$ cat config.mk
export PLATFORM = sky130hd
export DESIGN_NAME = fifo_async_top
export DESIGN_NICKNAME = d
export VERILOG_FILES = /design/src/rtl/fifo_async_top.sv
export SDC_FILE = /design/constraint.sdc
export NUM_CORES = 1
export LEC_CHECK = 0
export CAP_MARGIN = 20
export CORE_MARGIN = 1.5
export CORE_UTILIZATION = 50
export CTS_BUF_LIST = sky130_fd_sc_hd__clkbuf_8
export CTS_CLUSTER_DIAMETER = 60
export CTS_CLUSTER_SIZE = 25
export DETAILED_ROUTE_END_ITERATION = 10
export HOLD_SLACK_MARGIN = 0.08
export PLACE_DENSITY_LB_ADDON = 0.12
export SLEW_MARGIN = 40
export SYNTH_ARGS = -nofsm -noshare
export SYNTH_HDL_FRONTEND = slang
export SYNTH_SLANG_ARGS = --single-unit
$ cat constraint.sdc
create_clock -name w_clk -period 3.1 [get_ports w_clk]
set_input_delay 0.31 -clock w_clk [delete_from_list [all_inputs] [get_ports w_clk]]
set_output_delay 0.31 -clock w_clk [all_outputs]
set_load 0.02 [all_outputs]
$ cat src/rtl/fifo_async_top.sv
// Single-clock FIFO: register array with extended read/write pointers.
// Latency: write visible to a read on the next edge; read data registered, valid 1 cycle after accept.
// Backpressure: w_full blocks writes (dropped), r_empty blocks reads (ignored, rdata holds).
//
// Ports:
//   w_clk    single clock, rising edge; both ports sample on it
//   wrst_n   asynchronous active-low reset; clears pointers and rdata
//   w_en     write request, accepted when !w_full
//   wdata    write data
//   r_en     read request, accepted when !r_empty
//   w_full   FIFO holds MEMORY_DEPTH words
//   r_empty  FIFO holds no words
//   rdata    registered read data
module fifo_async_top #(
  parameter int MEMORY_WIDTH = 4,
  parameter int MEMORY_DEPTH = 4,
  parameter int ADDRESS_SIZE = 2
) (
  input  logic                    w_clk,
  input  logic                    wrst_n,
  input  logic                    w_en,
  input  logic [MEMORY_WIDTH-1:0] wdata,
  input  logic                    r_en,
  output logic                    w_full,
  output logic                    r_empty,
  output logic [MEMORY_WIDTH-1:0] rdata
);

  logic [MEMORY_WIDTH-1:0] mem [MEMORY_DEPTH];
  logic [ADDRESS_SIZE:0]   wptr;
  logic [ADDRESS_SIZE:0]   rptr;
  logic                    wr_acc;
  logic                    rd_acc;

  // The extra pointer MSB tells a full lap (full) apart from no lap (empty)
  // when the address bits coincide.
  assign r_empty = (wptr == rptr);
  assign w_full  = (wptr[ADDRESS_SIZE] != rptr[ADDRESS_SIZE]) &&
                   (wptr[ADDRESS_SIZE-1:0] == rptr[ADDRESS_SIZE-1:0]);

  assign wr_acc = w_en && !w_full;
  assign rd_acc = r_en && !r_empty;

  // Storage is deliberately not reset; the pointers alone define validity.
  always_ff @(posedge w_clk) begin
    if (wr_acc) begin
      mem[wptr[ADDRESS_SIZE-1:0]] <= wdata;
    end
  end

  always_ff @(posedge w_clk or negedge wrst_n) begin
    if (!wrst_n) begin
      wptr <= '0;
    end else if (wr_acc) begin
      wptr <= wptr + 1'b1;
    end
  end

  // A read on a simultaneously-written empty FIFO is dropped because
  // r_empty was still set at the edge, so mem is never read stale.
  always_ff @(posedge w_clk or negedge wrst_n) begin
    if (!wrst_n) begin
      rptr  <= '0;
      rdata <= '0;
    end else if (rd_acc) begin
      rdata <= mem[rptr[ADDRESS_SIZE-1:0]];
      rptr  <= rptr + 1'b1;
    end
  end

endmodule

## After elaboration in Yosys (flattened, before gate mapping)

Memory sizes are Yosys's and may differ from the RTL's. A register that Yosys moved wholly into a read port is not among the register bits.
Cells that the tools add are included.

- Memories kept: 1
- Memory bits (writable): 16
- Register bits: 6
- Output and inout port bits: 6

Memories:

| memory | depth | width | rd ports | clocked after Yosys merged registers in | write ports | RTL line | RTL |
|---|---|---|---|---|---|---|---|
| mem | 4 | 4 | 1 | 1 | 1 | 29 | `logic [MEMORY_WIDTH-1:0] mem [MEMORY_DEPTH];` |

- Reductions and logical operators: 6
- $add $sub $neg: 2
- Muxes and demuxes: 2
- Equality and inequality tests: 3

Operators with widths:

| cell | count |
|---|---|
| $add 3x1->3 const B | 2 |
| $eq 3x3->1 | 1 |
| $logic_and 1x1->1 | 3 |
| $logic_not 1->1 | 3 |
| $eq 2x2->1 | 1 |
| $mux 1 | 2 |
| $ne 1x1->1 | 1 |

## Logic depth before layout (Yosys ltp)

- Word-level depth: 6
- Mapped depth: 5
- Depth with buffers taken out: 4

## Least setup slack after synthesis

Ideal clock, no wire load.

- Path type: register -> register
- Start point: register rptr[0]
- End point: memory mem[0][0], enable pin
- Setup slack: 1.538 ns
- Required time: 2.801 ns
- Arrival: 1.263 ns
- Cell stages (with the launch flop): 5
- Path buffers: 1
- Period minus slack after synthesis: 1.562 ns
- Library setup time: 0.299 ns
- Path through: dfrtp_1 > buf_4 > xnor2_1 > a31oi_1 > and2_2

- Word-level cells in the longest chain between the ends: 6

RTL lines:

| what | RTL line | RTL |
|---|---|---|
| start, declared | 31 | `logic [ADDRESS_SIZE:0] rptr;` |
| start signal, assigned | 67 | `rptr <= rptr + 1'b1;` |
| $eq 2x2->1 | 39 | `(wptr[ADDRESS_SIZE-1:0] == rptr[ADDRESS_SIZE-1:0]);` |
| $logic_and 1x1->1 | 38 | `assign w_full = (wptr[ADDRESS_SIZE] != rptr[ADDRESS_SIZE]) &&` |
| $logic_not 1->1 | 41 | `assign wr_acc = w_en && !w_full;` |
| $logic_and 1x1->1 | 41 |  |
| $mux 1 | 46 | `if (wr_acc) begin` |
| $mux 1 (not written as such) | 47 | `mem[wptr[ADDRESS_SIZE-1:0]] <= wdata;` |
| end, declared | 29 |  |

Every way passes these cells.

## Worst setup path in the final report

- Start point: register rptr[0]
- End point: output port w_full

- Word-level cells in the longest chain between the ends: 2

RTL lines:

| what | RTL line | RTL |
|---|---|---|
| $eq 2x2->1 | 39 |  |
| $logic_and 1x1->1 | 38 |  |
| end, declared | 24 | `output logic w_full,` |

Every way passes these cells.

==> summary.md <==
| Metric | Value |
|---|---|
| Final ANT Viol Nets | 0 |
| TNS Setup | 0 ns |
| Port bufs | 13 |
| Post-synth top area share | 41.5% |
| Total wire length | around 1.5 mm |
| Io pins | 14 |
| GPL Wtd Cong | 0.718 |
| Pint | 982 µW |
| Slowest cell on crit path | clkdlybuf4s50_1 |
| Combinational Power Share | between 40% and 50% |
| Post-layout minimum cycle time | approximately 2.3 ns |
| Die W | 51.1 µm |
| Share of the yosys chip area belonging to registers | 63.1% |
| Post-synth cell types | 16 |
| GRT Total Usage | 14.2% |
| Clock transition at path regs | approximately 0.080 ns |
| Grt ovf | 0 |
| Clock share of power | 19.0% |
| CTS Hold Bufs | 0 |
| Hpwl dp | 1.19 mm |
| Filler Cell Count | 160 |
| Post-synth EDFFs | 16 |
| Starting DRT DRC Count | 8 |
| Area contributors post-synth | edfxtp_1 42%, dfrtp_1 22%, mux4_1 9.1% |
| F_max | about 440 MHz |
| Sw frac | a little under a third |
| WP data arrival | roughly 2 ns |
| # diodes | 0 |
| Layout cell share with drive strength beyond 1 | 14.6% |
| Most numerous cell in the Yosys netlist | edfxtp_1 |
| Final hold vios | 0 |
| Post-synthesis async set-or-reset flop share | 38.5% |
| Storage cell area | about 730 µm² |
| Yosys Warn Count | 0 |
| Clock Latency Late Sink | 0.26 ns |
| Area leader, netlist | edfxtp_1 |
| DR pass1 iterations | 4 |
| Max-cap violations | 0 |
| Global-route wire length before repair | about 2.6 mm |
| Clk root buf | clkbuf_8 |
| WL/cell | 14.0 µm |
| Worst path top cell family by delay | buffers and inverters |
| Multi-input logic area | around 390 µm² |
| Worst Max-Slew Pin Slew | 0.667 ns |
| CP endpoint kind | primary output |
| Worst-case clock skew | 0.00161 ns |
| Post-synthesis cell count | 67 |
| Hold slack final | 0.351 ns |
| Post-synth top cells | 16 x edfxtp_1, 10 x dfrtp_1, 5 x ha_1, 5 x mux2_4, 5 x xnor2_1 |
| Hold Crit Class | input port to async pin |
| Pleak | 0.000550 µW |
| CP max stage delay | 0.61 ns |
| Primary FF master, synth | edfxtp_1 |
| Die area | 0.00261 mm² |
| Largest net degree at the start of global routing | 16 |
| Run status | complete, no violations |
| DR vias/cell | 5.13 |
| Final setup viols | 0 |
| Initial core utilization | 52.8% |
| CP bufs+invs | 1 |
| Slew margin rel. | 55.3% |
| CTS sink cnt | 26 |
| Synth Area per Inst | 17.3 µm² |
| Syn-to-layout area delta | 18.8% |
| Worst Path Max Fanout | 7 |
| Post-Syn Area | about 0.0012 mm² |
| Switching power | 459 µW |
| Max VDD drop | 0.000522 V |
| Drt drc | 0 |
| TritonCTS Buffers | 3 |
| Clk buf depth | 2 |
| Vias in the first global route | 555 |
| Syn nets | 80 |
| Final-report max-slew violation count | 0 |
| Row count | 17 |
| Critical path class | flop to primary output |
| Initial antenna violation count | 0 |
| Worst path required time | 2.79 ns |
| Post-CTS Resized | 0 |
| Die height | between 50 and 60 µm |
| Pwr dens | between 1000 and 1500 mW/mm² |
| FF+latch count, synth | 26 |
| CP Launch Type | flop |
| DR vias | 564 |
| CP Cell Sequence | xnor2_1, nand2_1, nor2_1, clkdlybuf4s50_1 |
| CORE AREA | 0.00219 mm² |
| Post-CTS setup repair buffer count | 0 |
| CTS tree | yes |
| Final period utilization | 74.2% |
| Reg power frac | 40.7% |
| Htree depth | 1 |
| Unrepaired setup endpoints after global routing | no |
| Nets | 96 |
==> worst paths after layout <==
check	slack, ns	end	depth (start not counted)	from
setup / recovery	0.80	w_full	4	rptr[0]
hold / removal	0.35	rptr[2]	1	wrst_n
setup reg to reg	1.33	rdata[2]	3	rptr[0]
hold reg to reg	0.51	rdata[3]	1	rdata[3]
max in group asynchronous	2.44	rdata[3]	1	wrst_n
min in group w_clk	0.51	rdata[3]	1	rdata[3]
==> cell type report <==
class                   count  area share, %
flip-flops and latches     26           53.1
multi-input cells          35           28.6
inverters                   4           1.09
well taps                  28           2.55
clock inverters             1           2.18
clock buffers               3           3.00
repair buffers             13           9.46
==> routing by layer <==
metal	vias up	track usage [%]	wire length, µm
met4	0	4.05	9
met3	2	6.14	79
li1	274	-	-
met2	15	20.6	686
met5	-	0	0
met1	273	19.7	768
==> through the flow <==
| step | utilization [%] | instance area (µm²) | setup WS (ns) | power (µW) | std cells |
|---|---|---|---|---|---|
| detailed placement | 59.5 | 1300 | 1.08 | 1180 | 106 |
| global placement | 59.5 | 1300 | 1.15 | 1170 | 106 |
| floorplan | - | 1160 | 1.54 | 1020 | 67 |
| CTS | 62.8 | 1380 | 0.788 | 1460 | 110 |
| global route | 62.8 | 1380 | 0.670 | 1530 | 110 |
| finish | 62.8 | 1380 | 0.801 | 1440 | 110 |
==> cells in the final DEF, fill, tap and decap left out <==
cell             count
edfxtp_1            16
clkdlybuf4s50_1     13
dfrtp_1             10
xnor2_1              5
mux2_4               5
ha_1                 5
inv_1                4
mux4_1               4
nand2_1              3
xor2_1               3
a31oi_1              3
and2_2               3
clkbuf_8             3
nor2_1               2
a31o_1               1
mux2_1               1
bufinv_16            1
==> state kept, by name, indices dropped and copies added (netlist names) <==
name   count
mem       16
rdata      4
rptr       3
wptr       3
==> power by group through the flow <==
stage	registers, µW	logic (µW)	clock network [µW]
after global routing	602	639	294
after CTS	590	587	279
after floorplan	594	425	0
after detailed placement	597	583	0
final	587	581	273
after global placement	594	578	0
==> cell families (layout without fill, tap and decap cells) <==
group | after synthesis | count (layout) | share of synthesized area, %
DFF | 26 | 26 | 63.1
muxes | 10 | 10 | 16.5
xor gates and xnor gates | 8 | 8 | 6.05
and+or+nand+nor | 8 | 8 | 3.57
buffers and inverters | 6 | 21 | 2.92
adders and majority gates | 5 | 5 | 5.41
AOI/OAI and AO/OA | 4 | 4 | 2.38
==> worst reg2reg max path: stages (launching register included) <==
cell and delay (ns):
dfrtp_1 0.50, xnor2_1 0.39, a31o_1 0.44, mux2_4 0.34
(Power assumes the default switching activity.)
